==> src/rtl/func_share_arbiter_if.sv <==
// Handshake bundle between the requesters and the shared function arbiter.
// The arbiter takes the slave view; the producers take the master view.
interface func_share_arbiter_if #(
   parameter int NREQ  = 4,
   parameter int IN_W  = 32,
   parameter int OUT_W = 4,
   parameter int IDW   = 2
);
   logic [NREQ-1:0]      req;
   logic [NREQ*IN_W-1:0] operand;
   logic [NREQ-1:0]      gnt;
   logic                 busy;
   logic                 res_valid;
   logic [OUT_W-1:0]     res_data;
   logic [IDW-1:0]       res_id;

   modport master (
      output req, operand,
      input  gnt, busy, res_valid, res_data, res_id
   );

   modport slave (
      input  req, operand,
      output gnt, busy, res_valid, res_data, res_id
   );
endinterface

==> src/rtl/func_share_arbiter.sv <==
// Round-robin arbiter sharing one fixed-latency truncating evaluator among
// NREQ requesters; results come back tagged with the owning requester index.
module func_share_arbiter #(
   parameter int NREQ  = 4,
   parameter int IN_W  = 32,
   parameter int OUT_W = 4,
   parameter int LAT   = 2,
   parameter int IDW   = 2
) (
   input  logic                  clk,
   input  logic                  rst_n,
   func_share_arbiter_if.slave   bus
);

   localparam int CNT_W = (LAT > 1) ? $clog2(LAT) : 1;

   typedef enum logic [1:0] {
      IDLE = 2'd0,
      EXEC = 2'd1,
      RESP = 2'd2
   } state_t;

   state_t           state;
   logic [IDW-1:0]   ptr;
   logic [CNT_W-1:0] cnt;
   logic [OUT_W-1:0] op_q;
   logic [IDW-1:0]   id_q;

   logic             any_req;
   logic [IDW-1:0]   win;
   logic [IDW-1:0]   ptr_next;
   logic [NREQ-1:0]  win_onehot;
   logic [OUT_W-1:0] win_op;

   // Scan from ptr upward with wrap; the first set request wins.
   // NOTE: every variable written here gets a default first, so no latch is inferred.
   always_comb begin
      int idx;
      any_req = 1'b0;
      win     = '0;
      idx     = 0;
      for (int k = 0; k < NREQ; k++) begin
         idx = int'(ptr) + k;
         if (idx >= NREQ) idx = idx - NREQ;
         if (!any_req && bus.req[idx]) begin
            any_req = 1'b1;
            win     = IDW'(idx);
         end
      end
   end

   assign ptr_next   = (int'(win) == NREQ - 1) ? '0 : win + IDW'(1);
   assign win_onehot = {{(NREQ-1){1'b0}}, 1'b1} << win;

   // Only the bits that survive truncation are worth holding.
   assign win_op = bus.operand[int'(win)*IN_W +: OUT_W];

   // NOTE: sequential state uses non-blocking assignments so every register
   // samples pre-edge values regardless of statement order.
   always_ff @(posedge clk) begin
      if (!rst_n) begin
         state         <= IDLE;
         ptr           <= '0;
         cnt           <= '0;
         op_q          <= '0;
         id_q          <= '0;
         bus.gnt       <= '0;
         bus.busy      <= 1'b0;
         bus.res_valid <= 1'b0;
         bus.res_data  <= '0;
         bus.res_id    <= '0;
      end else begin
         bus.gnt       <= '0;
         bus.res_valid <= 1'b0;
         case (state)
            IDLE: begin
               if (any_req) begin
                  bus.gnt  <= win_onehot;
                  bus.busy <= 1'b1;
                  op_q     <= win_op;
                  id_q     <= win;
                  ptr      <= ptr_next;
                  cnt      <= CNT_W'(LAT - 1);
                  state    <= EXEC;
               end
            end
            EXEC: begin
               if (cnt == '0) begin
                  bus.res_valid <= 1'b1;
                  bus.res_data  <= op_q;
                  bus.res_id    <= id_q;
                  state         <= RESP;
               end else begin
                  cnt <= cnt - CNT_W'(1);
               end
            end
            RESP: begin
               // Requests are ignored here; they are picked up next IDLE.
               bus.busy <= 1'b0;
               state    <= IDLE;
            end
            default: begin
               bus.busy <= 1'b0;
               state    <= IDLE;
            end
         endcase
      end
   end

endmodule

==> src/flat_wrapper.sv <==
// flat-port wrapper written by rule: the top's interface ports become plain ports
module func_share_arbiter_flat 
#(
   parameter int NREQ  = 4,
   parameter int IN_W  = 32,
   parameter int OUT_W = 4,
   parameter int LAT   = 2,
   parameter int IDW   = 2
)
  (clk, rst_n, bus_req, bus_operand, bus_gnt, bus_busy, bus_res_valid, bus_res_data, bus_res_id);
  func_share_arbiter_if #(.NREQ(NREQ), .IN_W(IN_W), .OUT_W(OUT_W), .IDW(IDW)) bus_i ();
  input  logic clk;
  input  logic rst_n;
  input wire logic [$bits(bus_i.req)-1:0] bus_req;
  input wire logic [$bits(bus_i.operand)-1:0] bus_operand;
  output wire logic [$bits(bus_i.gnt)-1:0] bus_gnt;
  output wire logic [$bits(bus_i.busy)-1:0] bus_busy;
  output wire logic [$bits(bus_i.res_valid)-1:0] bus_res_valid;
  output wire logic [$bits(bus_i.res_data)-1:0] bus_res_data;
  output wire logic [$bits(bus_i.res_id)-1:0] bus_res_id;
  assign bus_i.req = bus_req;
  assign bus_i.operand = bus_operand;
  assign bus_gnt = bus_i.gnt;
  assign bus_busy = bus_i.busy;
  assign bus_res_valid = bus_i.res_valid;
  assign bus_res_data = bus_i.res_data;
  assign bus_res_id = bus_i.res_id;
  func_share_arbiter #(.NREQ(NREQ), .IN_W(IN_W), .OUT_W(OUT_W), .LAT(LAT), .IDW(IDW)) u_core (.clk(clk), .rst_n(rst_n), .bus(bus_i));
endmodule
==> config.mk <==
export PLATFORM = sky130hd
export DESIGN_NAME = func_share_arbiter_flat
export DESIGN_NICKNAME = d
export VERILOG_FILES = /design/src/rtl/func_share_arbiter_if.sv /design/src/rtl/func_share_arbiter.sv /design/src/flat_wrapper.sv
export SDC_FILE = /design/constraint.sdc
export NUM_CORES = 1
export LEC_CHECK = 0
export ABC_AREA = 0
export ABC_CLOCK_PERIOD_IN_PS = 1400
export BUFFER_PORTS_ARGS = -buffer_cell sky130_fd_sc_hd__buf_2
export CAP_MARGIN = 20
export CORE_ASPECT_RATIO = 1.5
export CORE_MARGIN = 2
export CORE_UTILIZATION = 26
export DETAILED_ROUTE_END_ITERATION = 12
export MAX_ROUTING_LAYER = met4
export PLACE_DENSITY = 0.75
export SYNTH_ARGS = -nofsm -noshare
export SYNTH_HDL_FRONTEND = slang
export SYNTH_SLANG_ARGS = --single-unit
==> constraint.sdc <==
create_clock -name clk -period 1.4 [get_ports clk]
set_input_delay 0.28 -clock clk [delete_from_list [all_inputs] [get_ports clk]]
set_output_delay 0.28 -clock clk [all_outputs]
set_load 0.01 [all_outputs]
==> results.cfg, run 1 <==
[routing]
wl_um = 2290
drt-met1-wl_um = 946
ant_nets = 0
drc_errors = 0
top_layer = met4
dr_total_vias = 888
drt_iter0_markers = 9
via_per_inst = 4.65
drtPass1Iterations = 4
wl_met3_um = 88
wl_per_cell_um = 12.0
wl_met2_um = 1200

[worst_hold_path]
hold_depth = 3
whs_endpoint = u_core.ptr[1]
holdCritStartpoint = rst_n
hold_class = input port to register

[synthesis]
ys_ff_latch = 23
synth_xor_area_share_pct = 0.878
ys_seq_area_share_pct = 46.2
yosysWarnings = 0
synth_top_family_by_area = simple AND/OR/NAND/NOR gates
syn_avg_cell_area_um2 = 9.97
synthSimpleGateAreaFrac_pct = 21.1
synth.area.mux_share_pct = 14.1
synthDistinctLibCells = 31
synth_fa_ha_area_share_pct = 0
synth-compound-area-share_pct = 13.9
synth_area_um2 = 997
synthCells = 100
synth_nets = 234

[finish]
drive_gt1_share_pct = 43.9
post-route-util_pct = 37.5
nets = 283
antenna_cells = 0
stdcell_count = 191
syn2layout_area_growth_pct = 38.4

[floorplanning]
io_pins = 146
dieWidth_um = 54.6
die_area_um2 = 4360
row_count = 27
die_h_um = 79.9
initial_utilization_pct = 27.1
core_um2 = 3680

[placement]
dp_hpwl_um = 1700
io_buffers = 33
routabilityCongestion = 0.686
dp.cells = 182

[setup_path]
cp.required_ps = 1540
endpoint_kind = register
r2r_cells = 5
crit_arrival_ps = 1540
rr_endpoint = u_core.op_q[3]
critPathKind = register to register
cp-start-kind = register
r2r_setup_slack_ps = 0.7
path_max_fanout = 5
rr_startpoint = u_core.ptr[1]

[cts]
numCtsBuffers = 3
holdBufCountCts = 0
clkTransAtPathRegs_ps = 70
cts_tree = built
worstSkewPairLatency_ps = 260
root_buffer = clkbuf_8
clockBufferDepth = 2
clkSinkCount = 23
cts.htree.levels = 1

[timing]
report.final.setup_viol = 0
fin_crit_ps = 1400
final_max_slew_viol_count = 0
rsz0062_at_grt = true
max_freq_mhz = 715
worstMarginPinSlew_ps = 256
fin_worst_skew_ps = 0.707
hold_viol = 0
relSlewSlack_pct = 82.9
finalCritPeriodShare_pct = 100

[power]
p_leak_nw = 0.623
p_int_mw = 1.20
pwr-share-seq_pct = 46.9
p_sw_mw = 0.474
ir_worst_vdd_v = 0.000826
combinationalPowerShare_pct = 29.2
clock_power_share_pct = 23.9
power.density_nw_per_um2 = 1220
p_sw_share_pct = 28.3

[global_routing]
grt-ovfl-total = 0
grt_pass1_wl_um = 3780
grt_pass1_vias = 818
grt_max_degree = 17
grt_usage_pct = 12.2
antenna_found_initial = 0

[job]
max_cap_violations = 0

[run_status]
status = finished clean
worst max-delay path by stage:
stage,from,end,cells after the start
3_5_place_dp,bus_req[0],u_core.op_q[3],6
4_1_cts,u_core.ptr[1],u_core.op_q[3],5
5_1_grt,u_core.ptr[1],u_core.op_q[0],5
2_1_floorplan,u_core.ptr[1],u_core.op_q[1],6
6_report,u_core.ptr[1],u_core.op_q[3],5
3_3_place_gp,bus_req[0],u_core.op_q[3],6
kinds of logic after synthesis:
family,after synthesis
flip-flops,23
buffers and inverters,7
AND/OR/NAND/NOR,37
multiplexers,14
AO/OA/AOI/OAI,18
XOR/XNOR,1
critical path, cell delays in order, from the launching register on:
cell and delay (ps):
dfxtp_4 360, a21o_1 160, a21oi_2 170, o22a_4 210
mux2i_2 240, o221ai_1 130
power groups by stage:
stage                     registers, mW  clock network [mW]  logic [mW]
final                             0.787               0.400       0.490
after global routing              0.796               0.442       0.537
after CTS                         0.789               0.413       0.451
after detailed placement          0.799                   0       0.419
after global placement            0.798                   0       0.412
after floorplan                   0.797                   0       0.264
state kept, by name, summed over array words and instances, names as in the netlist:
name,count
u_core.id_q,2
u_core.bus.res_valid,1
u_core.ptr,2
u_core.bus.res_id,2
u_core.bus.gnt,4
u_core.op_q,4
u_core.bus.res_data,4
u_core.bus.busy,1
u_core.cnt,1
u_core.state,2
layout by cell type, fill, tap and decap left out, types with 2 or more instances in the layout:
cell type and count:
inv_1 2, a21boi_1 2, nand3_1 4, clkbuf_8 3, nor2b_1 6, o221ai_1 4, nor2_1 10, a21oi_2 2
dfxtp_1 21, buf_4 14, a21oi_1 3, nand2_1 4, buf_2 33, and2_1 2, nand2b_1 3, mux2i_1 13
metal layers:
layer,track usage [%],vias to the layer above
met5,-,-
met4,6.75,0
met3,2.43,5
met2,18.0,29
met1,15.2,408
li1,-,446
cell type report:
type	instances	area [µm²]
Fill cell	352	2300
Multi-Input combinational cell	71	534
Tap cell	43	53.8
Inverter	3	11.3
Timing Repair Buffer	47	270
Sequential cell	23	465
Clock buffer	4	45.0
cell usage after synthesis:
cell type	number	area, µm²
nor2_2	1	6.26
nor2_1	10	37.5
nor4_2	1	12.5
nand2_1	4	15.0
a211oi_2	1	12.5
o22ai_1	1	6.26
xnor2_1	1	8.76
and2_1	2	12.5
dfxtp_1	23	460
or3_1	1	6.26
and2b_4	1	10.0
buf_8	1	15.0
nand3_1	4	20.0
o22a_4	1	17.5
inv_2	1	3.75
nor3_2	1	10.0
o221ai_1	4	35.0
o21ai_0	1	5.00
clkbuf_1	2	7.51
buf_2	1	5.00
nand2b_1	4	25.0
a21oi_1	5	25.0
nand3_2	1	10.0
o21ai_1	1	5.00
nand3b_1	1	7.51
nor2b_1	6	37.5
a21boi_1	2	15.0
mux2i_1	14	140
inv_1	2	7.51
o211a_1	1	10.0
a21o_1	1	7.51
stage by stage:
step | setup WS [ps] | cell area, µm² | TNS, ps | power (mW) | hold WS (ps)
after CTS | 1.62 | 1350 | 0 | 1.65 | 295
after global routing | -87.9 | 1380 | -294 | 1.78 | 304
after global placement | -129 | 1260 | -470 | 1.21 | 460
after floorplan | 7.47 | 997 | 0 | 1.06 | 435
after detailed placement | -151 | 1260 | -595 | 1.22 | 473
final | 0.666 | 1380 | 0 | 1.68 | 299
what timing repair did:
| action | CTS | global route |
|---|---|---|
| buffers inserted | 2 | 3 |
| cloned | 1 | 0 |
| endpoints found under the setup margin | 5 | 7 |
| pin swaps | 5 | 2 |
| resized for setup | 6 | 2 |
Power figures use the tool's default switching activity.
==> run 2, diff against run 1 <==
--- a/config.mk
+++ b/config.mk
@@ -10,7 +10,6 @@
 export BUFFER_PORTS_ARGS = -buffer_cell sky130_fd_sc_hd__buf_2
 export CAP_MARGIN = 20
 export CORE_ASPECT_RATIO = 1.5
-export CORE_MARGIN = 2
 export CORE_UTILIZATION = 26
 export DETAILED_ROUTE_END_ITERATION = 12
 export MAX_ROUTING_LAYER = met4
==> run 2 against run 1 <==
Effect of this change:
- the flow now finishes with violations (setup timing)
- core utilization is 1.7 points higher
- critical path depth unchanged
- clock skew about the same
- clock-buffer cell count did not move
- cell area grew 4.5%
- maximum frequency fell by 3.0%
- die area fell by 6.1%
- sequential power grew 0.6%
- non-clock buffer count grew 2
- global-route usage is 0.10 points higher
- via count is 1.7% higher
- worst hold slack gained 21 ps
- largest power group unchanged
==> results.cfg, run 2 (synthesized netlist as in run 1, its figures left out) <==
[finish]
seqCellArea_um2 = 468
final_common_cell = buf_2
antenna_cells = 0
design_area_um2 = 1440
reg_top3 = u_core.bus.gnt x4, u_core.bus.res_data x4, u_core.op_q x4
syn2layout_area_growth_pct = 44.7
nets = 285
multi_input_comb_area_um2 = 572
final_cell_mix = 33 x buf_2, 21 x dfxtp_1, 14 x buf_4
fillers = 359
drive_gt1_share_pct = 47.3

[cts]
clkTransAtPathRegs_ps = 80
root_buffer = clkbuf_8
cts.htree.levels = 1
clkSinkCount = 23
numCtsBuffers = 3
cts_tree = built
worstSkewPairLatency_ps = 260
clockBufferDepth = 2

[global_routing]
grt_pass1_wl_um = 3660
grt_max_degree = 13
grt_usage_pct = 12.3
antenna_found_initial = 0
grt-ovfl-total = 0
grt_pass1_vias = 815

[routing]
drt_iter0_markers = 11
via_per_inst = 4.68
drc_errors = 0
drtPass1Iterations = 3
ant_nets = 0
dr_total_vias = 903
wl_um = 2380
wl_per_cell_um = 12.3

[placement]
dp_hpwl_um = 1660
routabilityCongestion = 0.755
io_buffers = 33
postPlaceCellArea_um2 = 1280
dp_worst_setup_slack_ps = -142

[timing]
finalCritPeriodShare_pct = 103
final_max_slew_viol_count = 0
relSlewSlack_pct = 78.4
rsz0062_at_grt = true
hold_viol = 0
max_freq_mhz = 693
fin_ws_ps = -42.6
worstMarginPinSlew_ps = 322
setup_tns_ps = -126
report.final.setup_viol = 4
fin_crit_ps = 1440
fin_worst_skew_ps = 0.920

[floorplanning]
die_area_um2 = 4090
initial_utilization_pct = 27.1
die_h_um = 77.9
core_um2 = 3680
io_pins = 146
row_count = 27
dieWidth_um = 52.6

[setup_path]
critical_path_buf_inv_count = 0
cpPeakStageDelay_ps = 360
cp-start-kind = register
rr_endpoint = u_core.op_q[0]
critPathTopFamily = compound AO/OA/AOI/OAI gates
worstPathCellList = a21o_1, a21oi_2, o22a_4, mux2i_1, o221ai_2
rr_startpoint = u_core.ptr[1]
path_max_fanout = 5
slowest_stage = dfxtp_4
cp.required_ps = 1540
r2r_cells = 5
crit_arrival_ps = 1590
endpoint_kind = register
r2r_setup_slack_ps = -40
critPathKind = register to register

[run_status]
violations = setup timing
status = finished with violations

[power]
power.density_nw_per_um2 = 1210
ir_worst_vdd_v = 0.000654
fin_total_pwr_mw = 1.74
p_leak_nw = 0.645

[worst_hold_path]
holdCritStartpoint = bus_operand[1]
whs_endpoint = u_core.op_q[1]
hold_depth = 3
hold_class = input port to register

[job]
max_cap_violations = 0
## run 2: through the flow
stage               instances  util, %  hold slack (ps)
global route              193     39.2              330
CTS                       190     36.6              327
finish                    193     39.2              320
detailed placement        184     34.7              474
global placement          184     34.7              463
floorplan                 100        -              435
## run 2: power breakdown
| group | switching, mW | internal (mW) |
|---|---|---|
| sequential | 0.0573 | 0.735 |
| clock | 0.206 | 0.203 |
| combinational | 0.246 | 0.297 |
## run 2: timing repair
| action | in CTS | in global routing |
|---|---|---|
| setup buffers | 1 | 4 |
| pin swaps | 2 | 8 |
| hold buffers | 0 | 0 |
| cloned | 1 | 0 |
| resized for setup | 3 | 14 |
| endpoints found under the setup margin | 5 | 8 |
## run 2: worst max-delay path by stage
stage / start / endpoint / cells after the start
after global placement: bus_req[0] / u_core.op_q[0] / 6
after global routing: u_core.ptr[1] / u_core.op_q[2] / 5
after CTS: u_core.ptr[0] / u_core.ptr[1] / 6
after detailed placement: bus_req[0] / u_core.op_q[0] / 6
after floorplan: u_core.ptr[1] / u_core.op_q[1] / 6
final: u_core.ptr[1] / u_core.op_q[0] / 5
## run 2: worst register-to-register path, stage by stage, from the launching register on
cell and delay (ps):
dfxtp_4 360, a21o_1 170, a21oi_2 190, o22a_4 220
mux2i_1 260, o221ai_2 120
## run 2: cell type report
class | count | area share (%)
clock buffers | 4 | 3.12
well taps | 43 | 3.73
inverters | 3 | 0.781
multi-input cells | 71 | 39.6
repair buffers | 49 | 20.3
flip-flops and latches | 23 | 32.4
## run 2: layer usage
| metal | routed length, µm | share of wire (%) | GRT usage [%] | up-vias |
|---|---|---|---|---|
| met2 | 1250 | 52 | 19.2 | 18 |
| li1 | - | - | - | 452 |
| met4 | 55 | 2.3 | 7.11 | 0 |
| met3 | 56 | 2.4 | 1.18 | 5 |
| met1 | 1020 | 43 | 14.8 | 428 |
| met5 | 0 | 0 | - | - |
==> run 3, diff against run 2 <==
--- a/config.mk
+++ b/config.mk
@@ -7,7 +7,7 @@
 export LEC_CHECK = 0
 export ABC_AREA = 0
 export ABC_CLOCK_PERIOD_IN_PS = 1400
-export BUFFER_PORTS_ARGS = -buffer_cell sky130_fd_sc_hd__buf_2
+export BUFFER_PORTS_ARGS = -buffer_cell sky130_fd_sc_hd__buf_4
 export CAP_MARGIN = 20
 export CORE_ASPECT_RATIO = 1.5
 export CORE_UTILIZATION = 26
==> constraint.sdc (replaced) <==
create_clock -name clk -period 1.4 [get_ports clk]
set_input_delay 0.28 -clock clk [delete_from_list [all_inputs] [get_ports clk]]
set_output_delay 0.28 -clock clk [all_outputs]
set_load 0.1 [all_outputs]
==> run 3 against run 2 <==
Effect of this change:
- the flow still finishes with violations (setup timing)
- routed wire length down 6.7%
- critical path depth unchanged
- power up 8.9%
- sequential cell count unchanged
- register-to-register slack about the same
- via count down 3.2%
- clock-buffer cell count down 1
- core utilization up 1.2 points
- cell area up 3.1%
- die area unchanged
- maximum frequency about the same
- critical path type unchanged
- critical endpoint is now u_core.op_q[3]
- highest routed layer unchanged
==> results.cfg, run 3 (synthesized netlist as in run 1, its figures left out) <==
[finish]
antenna_cells = 0
drive_gt1_share_pct = 46.6
nets = 283
post-route-util_pct = 40.4
fillers = 349
syn2layout_area_growth_pct = 49.2
final_cell_mix = 47 x buf_4, 21 x dfxtp_1, 11 x mux2i_1
final_common_cell = buf_4
reg_top3 = u_core.bus.gnt x4, u_core.bus.res_data x4, u_core.op_q x4
design_area_um2 = 1490

[cts]
clockBufferDepth = 2
cts_tree = built
clkTransAtPathRegs_ps = 80
cts.htree.levels = 1
numCtsBuffers = 3
clkSinkCount = 23
root_buffer = clkbuf_8
worstSkewPairLatency_ps = 270
holdBufCountCts = 0

[worst_hold_path]
whs_endpoint = u_core.op_q[0]
hold_depth = 3
holdCritStartpoint = bus_operand[32]
hold_class = input port to register

[timing]
max_freq_mhz = 693
finalCritPeriodShare_pct = 103
fin_worst_skew_ps = 2.77
fin_crit_ps = 1440
final_max_slew_viol_count = 0
fin_ws_ps = -43.6
report.final.setup_viol = 4
hold_viol = 0
relSlewSlack_pct = 80.2
rsz0062_at_grt = true
worstMarginPinSlew_ps = 296

[routing]
drc_errors = 0
dr_total_vias = 874
drtPass1Iterations = 4
wl_um = 2220
via_per_inst = 4.58
drt_iter0_markers = 32
ant_nets = 0
wl_per_cell_um = 11.6

[setup_path]
r2r_cells = 5
endpoint_kind = register
r2r_setup_slack_ps = -40
cp.required_ps = 1550
crit_arrival_ps = 1590
critPathKind = register to register
rr_endpoint = u_core.op_q[3]
cp-start-kind = register
rr_startpoint = u_core.ptr[1]
path_max_fanout = 6

[run_status]
violations = setup timing
status = finished with violations

[floorplanning]
io_pins = 146
die_h_um = 77.9
initial_utilization_pct = 27.1
die_area_um2 = 4090
core_um2 = 3680
row_count = 27
dieWidth_um = 52.6

[power]
fin_total_pwr_mw = 1.90
power.density_nw_per_um2 = 1280
p_leak_nw = 0.646
ir_worst_vdd_v = 0.000743

[global_routing]
grt-ovfl-total = 0
grt_pass1_vias = 838
grt_max_degree = 21
antenna_found_initial = 0
grt_pass1_wl_um = 3580
grt_usage_pct = 12.0

[placement]
routabilityCongestion = 0.777
postPlaceCellArea_um2 = 1360
dp_hpwl_um = 1610
io_buffers = 33

[job]
max_cap_violations = 0
## run 3: area by class of cell
type                    count  area [µm²]  area share (%)
repair buffers             47         353            23.7
clock buffers               3        41.3            2.78
well taps                  43        53.8            3.62
flip-flops and latches     23         468            31.5
inverters                   3        11.3           0.757
clock inverters             1        5.00           0.336
multi-input cells          71         556            37.3
## run 3: what timing repair did
action,4_1_cts,5_1_grt
cloned,1,0
pin swaps,2,5
setup endpoints to repair,5,7
resized for setup,4,9
buffers inserted,1,1
## run 3: worst max path at each step
stage,from,endpoint,slack [ps],cells past startpoint
floorplan,u_core.ptr[1],u_core.op_q[1],7,6
global placement,bus_req[0],u_core.op_q[0],-140,6
detailed placement,bus_req[0],u_core.op_q[3],-160,6
CTS,u_core.ptr[0],u_core.ptr[1],-20,6
global route,u_core.ptr[1],u_core.op_q[3],-100,5
finish,u_core.ptr[1],u_core.op_q[3],-40,5
## run 3: critical path, cell delays in order (launching register included)
cell and delay, ps:
dfxtp_4 370, a21o_1 170, a21oi_2 160, o22a_4 240, mux2i_2 250, o221ai_1 130
## run 3: per-layer routing
layer / track usage [%] / share of wire [%] / up-vias
met1: 14.4 / 43 / 404
met3: 1.18 / 1.8 / 5
met5: - / 0 / -
met2: 19.0 / 52 / 18
li1: - / - / 447
met4: 7.11 / 2.3 / 0
## run 3: through the flow
stage               setup TNS [ps]  instances  setup slack (ps)  hold slack (ps)
CTS                          -33.1        190             -21.5              317
detailed placement            -640        184              -163              456
finish                        -100        191             -43.6              300
global placement              -620        184              -143              450
floorplan                        0        100              7.47              435
global route                  -408        191             -96.7              316
## run 3: power by group
group,switching (mW),internal (mW),total (mW)
Combinational,0.391,0.302,0.693
Clock,0.214,0.199,0.413
Sequential,0.0587,0.735,0.794
